## config.mk

```make
export PLATFORM = sky130hd
export DESIGN_NAME = sd_word_sched_flat
export DESIGN_NICKNAME = d
export VERILOG_FILES = /design/src/rtl/sd_word_sched_if.sv /design/src/rtl/sd_word_sched.sv /design/src/flat_wrapper.sv
export SDC_FILE = /design/constraint.sdc
export NUM_CORES = 1
export LEC_CHECK = 0
export BUFFER_PORTS_ARGS = -buffer_cell sky130_fd_sc_hd__buf_4
export CORE_UTILIZATION = 55
export CTS_BUF_LIST = sky130_fd_sc_hd__clkbuf_8
export CTS_CLUSTER_SIZE = 8
export DETAILED_ROUTE_END_ITERATION = 7
export PLACE_DENSITY_LB_ADDON = 0.08
export REMOVE_ABC_BUFFERS = 1
export SKIP_CTS_REPAIR_TIMING = 1
export SYNTH_ARGS = -nofsm -noshare
export SYNTH_HDL_FRONTEND = slang
export SYNTH_SLANG_ARGS = --single-unit
```

## constraint.sdc

```tcl
create_clock -name clk -period 3.67 [get_ports clk]
set_input_delay 0.5505 -clock clk [delete_from_list [all_inputs] [get_ports clk]]
set_output_delay 0.5505 -clock clk [all_outputs]
set_load 0.02 [all_outputs]
```

## src/rtl/sd_word_sched_if.sv

```systemverilog
// Bundle of word-side, detector-side and result-side signals of sd_word_sched.
// master: the scheduler's view; slave: the environment's view (producer, detector, consumer).
// Ports: in_valid/in_data/in_ready (word in), det_rst/seq_out/det_in (detector),
//        res_valid/res_count/res_ready (result out), busy; res_ovf only with SD_SAT_FLAG_EN.
interface sd_word_sched_if #(
   parameter int WIDTH = 8,
   parameter int CNT_W = 4
);
   logic             in_valid;
   logic [WIDTH-1:0] in_data;
   logic             in_ready;
   logic             det_rst;
   logic             seq_out;
   logic             det_in;
   logic             res_valid;
   logic [CNT_W-1:0] res_count;
   logic             res_ready;
   logic             busy;
`ifdef SD_SAT_FLAG_EN
   logic             res_ovf;

   modport master (
      input  in_valid, in_data, det_in, res_ready,
      output in_ready, det_rst, seq_out, res_valid, res_count, busy, res_ovf
   );
   modport slave (
      output in_valid, in_data, det_in, res_ready,
      input  in_ready, det_rst, seq_out, res_valid, res_count, busy, res_ovf
   );
`else
   modport master (
      input  in_valid, in_data, det_in, res_ready,
      output in_ready, det_rst, seq_out, res_valid, res_count, busy
   );
   modport slave (
      output in_valid, in_data, det_in, res_ready,
      input  in_ready, det_rst, seq_out, res_valid, res_count, busy
   );
`endif
endinterface

```

## src/rtl/sd_word_sched.sv

```systemverilog
// Purpose: feeds parallel words MSB-first into a serial 1011 detector and counts its hits.
// Latency: res_valid rises WIDTH+DET_LAT+1 cycles after the accept cycle; one word per WIDTH+DET_LAT+2.
// Backpressure: in_ready only in IDLE; RESULT holds until res_ready, no bypass to a new word.
// Ports: clk, rst_n (async, active-low), bus (sd_word_sched_if.master).
// Optional feature: define SD_SAT_FLAG_EN to add bus.res_ovf (increment lost to saturation).
module sd_word_sched #(
   parameter int WIDTH   = 8,
   parameter int CNT_W   = 4,
   parameter int DET_LAT = 1
) (
   input  logic             clk,
   input  logic             rst_n,
   sd_word_sched_if.master  bus
);

   localparam int IDX_W = (WIDTH > 1) ? $clog2(WIDTH) : 1;
   localparam int DRN_W = (DET_LAT > 0) ? $clog2(DET_LAT + 1) : 1;
   localparam int POS_W = $clog2(WIDTH + DET_LAT + 1);

   localparam logic [CNT_W-1:0] CNT_MAX  = '1;
   localparam logic [IDX_W-1:0] IDX_LAST = IDX_W'(WIDTH - 1);
   localparam logic [DRN_W-1:0] DRN_LAST = DRN_W'((DET_LAT > 0) ? DET_LAT - 1 : 0);

   typedef enum logic [1:0] {
      IDLE   = 2'd0,
      SHIFT  = 2'd1,
      DRAIN  = 2'd2,
      RESULT = 2'd3
   } state_t;

   state_t           state_q;
   logic [WIDTH-1:0] sh_q;
   logic [IDX_W-1:0] idx_q;
   logic [DRN_W-1:0] drn_q;
   logic [CNT_W-1:0] cnt_q;
   logic [CNT_W-1:0] cnt_d;
   logic             in_ready_q;
   logic             seq_out_q;
   logic             res_valid_q;
   logic             busy_q;

   logic             accept;
   logic             in_win;
   logic             hit;
   logic [POS_W-1:0] pos;

   assign accept = (state_q == IDLE) && in_ready_q && bus.in_valid;

   // pos is the cycle's offset on the SHIFT+DRAIN timeline. The detector output
   // seen at offset p reflects the bit shifted out at offset p-DET_LAT, so the
   // window opens at DET_LAT and covers exactly WIDTH samples.
   always_comb begin
      pos = '0;
      if (state_q == SHIFT) begin
         pos = POS_W'(idx_q);
      end else if (state_q == DRAIN) begin
         pos = POS_W'(WIDTH) + POS_W'(drn_q);
      end
      in_win = ((state_q == SHIFT) || (state_q == DRAIN)) && (pos >= POS_W'(DET_LAT));
   end

   assign hit = in_win && bus.det_in;

   // Count is cleared on accept and saturates instead of wrapping.
   always_comb begin
      cnt_d = cnt_q;
      if (accept) begin
         cnt_d = '0;
      end else if (hit && (cnt_q != CNT_MAX)) begin
         cnt_d = cnt_q + CNT_W'(1);
      end
   end

   always_ff @(posedge clk or negedge rst_n) begin
      if (!rst_n) begin
         state_q     <= IDLE;
         sh_q        <= '0;
         idx_q       <= '0;
         drn_q       <= '0;
         cnt_q       <= '0;
         in_ready_q  <= 1'b0;
         seq_out_q   <= 1'b0;
         res_valid_q <= 1'b0;
         busy_q      <= 1'b0;
      end else begin
         cnt_q <= cnt_d;
         case (state_q)
            IDLE: begin
               seq_out_q  <= 1'b0;
               in_ready_q <= 1'b1;
               if (accept) begin
                  // MSB goes straight onto seq_out; the rest waits in sh_q.
                  seq_out_q  <= bus.in_data[WIDTH-1];
                  sh_q       <= {bus.in_data[WIDTH-2:0], 1'b0};
                  idx_q      <= '0;
                  drn_q      <= '0;
                  in_ready_q <= 1'b0;
                  busy_q     <= 1'b1;
                  state_q    <= SHIFT;
               end
            end
            SHIFT: begin
               if (idx_q == IDX_LAST) begin
                  seq_out_q <= 1'b0;
                  if (DET_LAT > 0) begin
                     state_q <= DRAIN;
                  end else begin
                     res_valid_q <= 1'b1;
                     state_q     <= RESULT;
                  end
               end else begin
                  idx_q     <= idx_q + IDX_W'(1);
                  seq_out_q <= sh_q[WIDTH-1];
                  sh_q      <= {sh_q[WIDTH-2:0], 1'b0};
               end
            end
            DRAIN: begin
               seq_out_q <= 1'b0;
               if (drn_q == DRN_LAST) begin
                  res_valid_q <= 1'b1;
                  state_q     <= RESULT;
               end else begin
                  drn_q <= drn_q + DRN_W'(1);
               end
            end
            RESULT: begin
               seq_out_q <= 1'b0;
               if (bus.res_ready) begin
                  res_valid_q <= 1'b0;
                  busy_q      <= 1'b0;
                  in_ready_q  <= 1'b1;
                  state_q     <= IDLE;
               end
            end
            default: begin
               state_q <= IDLE;
            end
         endcase
      end
   end

`ifdef SD_SAT_FLAG_EN
   logic ovf_q;

   // Sticky for the word: any in-window hit arriving while the count is full.
   always_ff @(posedge clk or negedge rst_n) begin
      if (!rst_n) begin
         ovf_q <= 1'b0;
      end else if (accept) begin
         ovf_q <= 1'b0;
      end else if (hit && (cnt_q == CNT_MAX)) begin
         ovf_q <= 1'b1;
      end
   end

   assign bus.res_ovf = ovf_q;
`endif

   assign bus.in_ready  = in_ready_q;
   assign bus.det_rst   = accept;
   assign bus.seq_out   = seq_out_q;
   assign bus.res_valid = res_valid_q;
   assign bus.res_count = cnt_q;
   assign bus.busy      = busy_q;

endmodule
```

## src/flat_wrapper.sv

```systemverilog
// flat-port wrapper written by rule: the top's interface ports become plain ports
module sd_word_sched_flat 
#(
   parameter int WIDTH   = 8,
   parameter int CNT_W   = 4,
   parameter int DET_LAT = 1
)
  (clk, rst_n, bus_in_valid, bus_in_data, bus_det_in, bus_res_ready, bus_in_ready, bus_det_rst, bus_seq_out, bus_res_valid, bus_res_count, bus_busy);
  sd_word_sched_if #(.WIDTH(WIDTH), .CNT_W(CNT_W)) bus_i ();
  input  logic clk;
  input  logic rst_n;
  input wire logic [$bits(bus_i.in_valid)-1:0] bus_in_valid;
  input wire logic [$bits(bus_i.in_data)-1:0] bus_in_data;
  input wire logic [$bits(bus_i.det_in)-1:0] bus_det_in;
  input wire logic [$bits(bus_i.res_ready)-1:0] bus_res_ready;
  output wire logic [$bits(bus_i.in_ready)-1:0] bus_in_ready;
  output wire logic [$bits(bus_i.det_rst)-1:0] bus_det_rst;
  output wire logic [$bits(bus_i.seq_out)-1:0] bus_seq_out;
  output wire logic [$bits(bus_i.res_valid)-1:0] bus_res_valid;
  output wire logic [$bits(bus_i.res_count)-1:0] bus_res_count;
  output wire logic [$bits(bus_i.busy)-1:0] bus_busy;
  assign bus_i.in_valid = bus_in_valid;
  assign bus_i.in_data = bus_in_data;
  assign bus_i.det_in = bus_det_in;
  assign bus_i.res_ready = bus_res_ready;
  assign bus_in_ready = bus_i.in_ready;
  assign bus_det_rst = bus_i.det_rst;
  assign bus_seq_out = bus_i.seq_out;
  assign bus_res_valid = bus_i.res_valid;
  assign bus_res_count = bus_i.res_count;
  assign bus_busy = bus_i.busy;
  sd_word_sched #(.WIDTH(WIDTH), .CNT_W(CNT_W), .DET_LAT(DET_LAT)) u_core (.clk(clk), .rst_n(rst_n), .bus(bus_i));
endmodule
```

==> reports/results.ini, run 1 <==
[outcome]
status=completed

[finish]
drive_above_1_share_pct=19.70
fillers=137
num-nets-final=155
layout-area-overhead-vs-synth_pct=23.75
multi_input_area_sq_um=509.2
final_core_util_pct=73.90
diodes=0
layout_commonest_cell=buf_4
seqCellArea_sq_um=500.5
final_cell_mix=21 x buf_4, 20 x dfrtp_1, 12 x nor2_1

[floorplan]
die_w_microns=45.77
dieArea_sq_um=2094
fp-row-count=15
fp.coreArea_sq_um=1764
die-height_microns=45.77
initial_utilization_pct=59.72
ioPinCount=22

[yosys]
seq_area_frac_synth_pct=47.51
synth_top_family_by_area=compound AO/OA/AOI/OAI gates
synth_cell_types=23
synth.area.top_cells=dfrtp_1 48%, ha_1 11%, mux2i_1 5.7%, a21oi_1 4.3%, nand3_1 4.3%
synth-compound-area-share_pct=18.29
ys_warn_count=0
synth-xor-area-share_pct=0
synth_mux_area_share_pct=5.701
synthSimpleGateAreaFrac_pct=13.18
syn_area_sq_um=1054
synth_top_area_share_pct=47.51
synth_seq_cells=20
avgSynthCellArea_sq_um=9.577
syn_inst=110
synthAdderAreaFrac_pct=10.69
yosysTopAreaCell=dfrtp_1

[worst_setup_path]
worstPathMaxFanout=20
critical_path.cell_chain=inv_1, ha_1, a21boi_1, a211oi_2, nand3_1, o21ai_1
arrival_ps=2430
start_kind=flip-flop
endpoint_kind=flip-flop
crit_path_max_incr_delay_ps=930
worstPathRequired_ps=3860
critPathKind=flip-flop to flip-flop
critical_path.slowest_cell=a211oi_2

[sta]
post-route-min-period_ps=2242
hold_viol=0
finalSetupTns_ps=0
finalCritPeriodShare_pct=61.09
drv_slew=0
tightest_slew_ps=1112
rsz0062_at_grt=no
timing.slew.headroom_pct=25.72
max_clock_freq_mhz=446.0
setup-violations-final=0
clock-skew-final_ps=10.42

[clocking]
clock_sinks=20
numCtsBuffers=3
cts_root_buf=clkbuf_8
cts.clk_slew.worst_paths_ps=80
clkLatencyLatePin_ps=270
cts_buffer_depth=2
cts_tree=yes
htree_levels=1

[power_and_ir_drop]
peakVddDrop_mv=0.5790
p_leak_nw=0.6256
powerDensity_nw_per_um2=890.9

[detailed_routing]
first_pass_iters=4
routed_via_density=5.561
routedWlPerCell_microns=12.92
ant_nets=0
wl_mm=2.029
drt_drc_violations_left=0
vias=873
drt-initial-drc-count=11

[place]
hpwl_mm=1.459
place_congestion=0.8007
portBuffers=21

[global_route]
grt_antenna_before_repair=0
track_usage_pct=23.02
grt_pass1_vias=788
grt_max_degree=21
grt_pass1_wl_mm=3.415
grt_overflow=0

[run]
max_cap_violations=0

[worst_hold_path]
hold_path.class=primary input to asynchronous set/reset pin

metal layers:
layer | wire, microns | up-vias | GRT usage, %
met1 | 952 | 416 | 29.85
met4 | 36 | 0 | 10.59
met3 | 69 | 5 | 3.571
li1 | - | 434 | -
met2 | 971 | 18 | 37.71
met5 | 0 | - | 0
layout make-up:
cell class / count / share of cell area, %
well taps: 25 / 2.399
inverters: 9 / 2.591
clock buffers: 3 / 3.167
clock inverters: 1 / 2.303
repair buffers: 21 / 12.09
flip-flops and latches: 20 / 38.39
multi-input cells: 78 / 39.06
synthesized netlist by cell type:
| cell type | number |
|---|---|
| o21ai_0 | 6 |
| nand3b_1 | 1 |
| o2bb2ai_1 | 1 |
| a31oi_1 | 2 |
| nor3b_1 | 1 |
| ha_1 | 9 |
| a211oi_1 | 1 |
| clkinv_1 | 1 |
| nor2_1 | 12 |
| o21ai_1 | 9 |
| a21boi_1 | 1 |
| a41o_1 | 2 |
| buf_2 | 3 |
| nand3_1 | 9 |
| mux2i_1 | 6 |
| or3_1 | 1 |
| and3_1 | 2 |
| inv_1 | 8 |
| a221oi_1 | 1 |
| nand2_1 | 4 |
| a21oi_1 | 9 |
| dfrtp_1 | 20 |
| o21a_1 | 1 |
worst max-delay path: cells and delay by family, from the launching register on:
family                   cells  cell delay (ps)
AO/OA/AOI/OAI                3             1230
flip-flops                   1              410
adder cells (fa/ha/maj)      1              250
AND/OR/NAND/NOR              1              170
buffers and inverters        1              110
registers in the layout, indices dropped and copies added (netlist names):
| register | flops |
|---|---|
| u_core.bus.busy | 1 |
| u_core.bus.res_valid | 1 |
| u_core.bus.seq_out | 1 |
| u_core.idx_q | 3 |
| u_core.state_q | 2 |
| u_core.bus.in_ready | 1 |
| u_core.bus.res_count | 4 |
| u_core.sh_q | 7 |
through the flow:
stage	power (mW)	area [sq um]	hold WS (ps)	setup WS, ps	std cells
2_1_floorplan	0.7707	1039	254.9	1288	107
3_3_place_gp	0.9167	1232	441.7	1593	153
3_5_place_dp	0.9400	1232	446.0	1457	153
4_1_cts	1.167	1304	155.5	1441	157
5_1_grt	1.254	1304	162.0	1236	157
6_report	1.161	1304	144.2	1428	157
power by group:
group	total (mW)	internal (mW)	switching, mW
Sequential	0.385	0.315	0.0696
Clock	0.221	0.146	0.0757
Combinational	0.555	0.219	0.336
Total	1.16	0.681	0.481
path summary, 6_finish.rpt:
check	cells after the start	slack, ps	endpoint	startpoint
setup / recovery	6	1430	u_core.idx_q[2]$_DFFE_PN0P_	u_core.state_q[0]$_DFFE_PN0P_
hold / removal	1	140	u_core.bus.busy$_DFFE_PN0P_	rst_n
setup reg to reg	6	1430	u_core.idx_q[2]$_DFFE_PN0P_	u_core.state_q[0]$_DFFE_PN0P_
hold reg to reg	1	520	u_core.bus.res_valid$_DFFE_PN0P_	u_core.bus.res_valid$_DFFE_PN0P_
max in group asynchronous	1	3310	u_core.state_q[1]$_DFFE_PN0P_	rst_n
min in group clk	1	520	u_core.bus.res_valid$_DFFE_PN0P_	u_core.bus.res_valid$_DFFE_PN0P_
kinds of logic after synthesis:
family / count (synthesis)
buffers and inverters: 12
adder cells (fa/ha/maj): 9
AO/OA/AOI/OAI: 33
AND/OR/NAND/NOR: 30
multiplexers: 6
flip-flops: 20
Note: power is estimated with default switching activity, not from simulation.
==> run 2, diff against run 1 <==
--- a/config.mk
+++ b/config.mk
@@ -5,8 +5,10 @@
 export SDC_FILE = /design/constraint.sdc
 export NUM_CORES = 1
 export LEC_CHECK = 0
+export ABC_AREA = 1
 export BUFFER_PORTS_ARGS = -buffer_cell sky130_fd_sc_hd__buf_4
-export CORE_UTILIZATION = 55
+export CORE_ASPECT_RATIO = 0.6
+export CORE_UTILIZATION = 51
 export CTS_BUF_LIST = sky130_fd_sc_hd__clkbuf_8
 export CTS_CLUSTER_SIZE = 8
 export DETAILED_ROUTE_END_ITERATION = 7
==> constraint.sdc (replaced) <==
create_clock -name clk -period 1.9 [get_ports clk]
set_input_delay 0.285 -clock clk [delete_from_list [all_inputs] [get_ports clk]]
set_output_delay 0.285 -clock clk [all_outputs]
set_load 0.02 [all_outputs]
==> run 2 against run 1 <==
  * Non-clock buffer count up 3
  * Die area grew 15%
  * Synthesized cell count is 18% higher
  * Clock skew fell by 6.4 ps
  * Setup slack got worse by 1200 ps
  * Final cell count is 17% higher
  * Combinational power up 110%
  * Clock power grew 21%
  * Count of clock-buffer cells in the layout is the same
  * Largest cell class unchanged
==> reports/results.ini, run 2 <==
[finish]
seqCellArea_sq_um=500.5
layout_commonest_cell=nand2_1
regMostFlops=u_core.sh_q
drive_above_1_share_pct=22.58
multi_input_area_sq_um=548.0
num-nets-final=179
final_area_sq_um=1368
diodes=0
final_cell_mix=36 x nand2_1, 23 x buf_4, 20 x dfrtp_1
fillers=168
largest_register_ffs=7
layout-area-overhead-vs-synth_pct=21.31

[detailed_routing]
routedWlPerCell_microns=12.05
vias=914
first_pass_iters=4
drt-initial-drc-count=39
routed_via_density=4.995
drt_drc_violations_left=0
wl_mm=2.206
ant_nets=0

[worst_setup_path]
worstPathRequired_ps=1620
arrival_ps=1430
start_kind=flip-flop
critical_path.cell_chain=inv_1, ha_1, inv_2, nor2_4, buf_4
path_buf_inv=3
crit_path_max_incr_delay_ps=430
reg2reg_from=u_core.state_q[1]$_DFFE_PN0P_
critPathKind=flip-flop to output pin
critical_path.slowest_cell=dfrtp_1
endpoint_kind=output pin
r2r_end=u_core.bus.res_count[1]$_DFFE_PN0P_
cpLargestDelayFamily=flip-flops
r2r_slack_ps=300
worstPathMaxFanout=5
reg2regPathDepth=9

[clocking]
cts_root_buf=clkbuf_8
clkLatencyLatePin_ps=250
cts_buffer_depth=2
cts.clk_slew.worst_paths_ps=70
numCtsBuffers=3
cts_tree=yes
clock_sinks=20
htree_levels=1

[floorplan]
fp-row-count=12
fp.coreArea_sq_um=1967
ioPinCount=22
dieArea_sq_um=2409
initial_utilization_pct=57.32
die-height_microns=38.42
die_w_microns=62.70

[power_and_ir_drop]
powerDensity_nw_per_um2=1577
p_leak_nw=0.7208
p_switching_mw=0.9760
clockPowerShare_pct=12.4
intPower_mw=1.180
power_mw=2.156
switching_share_pct=45.27
peakVddDrop_mv=0.9311
seq_power_share_pct=34.2
power_frac_comb_pct=53.4

[sta]
tightest_slew_ps=355.2
post-route-min-period_ps=1711
finalSetupTns_ps=0
timing.slew.headroom_pct=76.21
rsz0062_at_grt=no
finalCritPeriodShare_pct=90.05
hold_viol=0
max_clock_freq_mhz=584.5
clock-skew-final_ps=4.021
drv_slew=0
setup-violations-final=0
hold_ws_ps=298.4

[global_route]
grt_antenna_before_repair=0
grt_max_degree=21
grt_pass1_vias=830
track_usage_pct=21.47
grt_pass1_wl_mm=3.801
grt_overflow=0

[yosys]
synth.area.top_cells=dfrtp_1 44%, nand2_1 12%, ha_1 10%, mux2i_1 5.3%, inv_1 4.7%
yosysMostFrequentCell=nand2_1
avgSynthCellArea_sq_um=8.672
synth_cell_types=21
async_flop_share_pct=100.0
syn_area_sq_um=1127
ys_warn_count=0
yosysTopAreaCell=dfrtp_1
synth_edf_count=0
seq_area_frac_synth_pct=44.40
synth_flop_cell=dfrtp_1
synth_top_area_share_pct=44.40
yosys-top-cells-count=36 x nand2_1, 20 x dfrtp_1, 14 x inv_1, 9 x ha_1, 9 x nand3_1
synth_seq_cells=20
syn_inst=130

[place]
place_area_sq_um=1316
hpwl_mm=1.647
place_congestion=0.8568
portBuffers=21

[outcome]
status=completed

[run]
max_cap_violations=0

[worst_hold_path]
hold_path.class=primary input to flip-flop
holdPathEnd=u_core.bus.seq_out$_DFF_PN0_
hold_path_startpoint=bus_in_data[7]
hold_depth=3

[run 2: changes by cell type in the layout (fill, tap and decap cells not counted), moves of 4 or more]
| cell | before | now |
|---|---|---|
| a21oi_1 | 9 | 2 |
| nand2_1 | 4 | 36 |
| o21ai_1 | 9 | 5 |
| nand4_1 | 0 | 4 |
| nor2_1 | 12 | 6 |
| inv_1 | 8 | 14 |
| o21ai_2 | 0 | 4 |
[run 2: tightest hold or removal path, cell delays in order]
cell and delay [ps]:
buf_4 80, nand3_1 60, o21ai_0 80
[run 2: cell families after synthesis]
logic type | after synthesis | share of synthesized area (%)
adders and majority gates | 9 | 9.989
DFF | 20 | 44.40
xor gates and xnor gates | 1 | 0.7771
AOI/OAI and AO/OA | 18 | 9.766
muxes | 6 | 5.328
buffers and inverters | 18 | 6.993
and+or+nand+nor | 58 | 22.75
[run 2: per-layer routing]
layer  global-route usage [%]  share of wire [%]
met3                    7.143                4.8
met2                    33.97                 44
met1                    28.68                 50
met5                        0                  0
met4                    5.233               0.77
[run 2: through the flow]
stage,cells,util (%),setup WS [ps]
2_1_floorplan,128,-,313.5
3_3_place_gp,179,66.92,389.7
3_5_place_dp,179,66.92,339.5
4_1_cts,182,69.02,185.0
5_1_grt,183,69.53,93.58
6_report,183,69.53,189.0
[run 2: cell type report]
cell class / instances / area share, %
well taps: 28 / 2.562
repair buffers: 24 / 13.36
flip-flops and latches: 20 / 36.60
inverters: 16 / 4.392
clock buffers: 3 / 3.019
multi-input cells: 92 / 40.07
[run 2: power groups by stage]
stage,Clock [mW],Sequential (mW),Combinational (mW)
after floorplan,0,0.777,0.752
after global placement,0,0.727,1.11
after detailed placement,0,0.739,1.13
after CTS,0.273,0.731,1.16
after global routing,0.295,0.758,1.29
final,0.267,0.737,1.15
[run 2: worst max-delay path by stage]
stage | from | end | slack [ps] | cells past startpoint
2_1_floorplan | u_core.state_q[1]$_DFFE_PN0P_ | u_core.bus.res_count[3]$_DFFE_PN0P_ | 310 | 9
3_3_place_gp | u_core.idx_q[0]$_DFFE_PN0P_ | u_core.sh_q[5]$_DFFE_PN0P_ | 390 | 8
3_5_place_dp | u_core.idx_q[0]$_DFFE_PN0P_ | u_core.sh_q[5]$_DFFE_PN0P_ | 340 | 8
4_1_cts | u_core.state_q[0]$_DFFE_PN0P_ | bus_det_rst | 180 | 5
5_1_grt | u_core.state_q[0]$_DFFE_PN0P_ | bus_det_rst | 90 | 5
6_report | u_core.state_q[0]$_DFFE_PN0P_ | bus_det_rst | 190 | 5
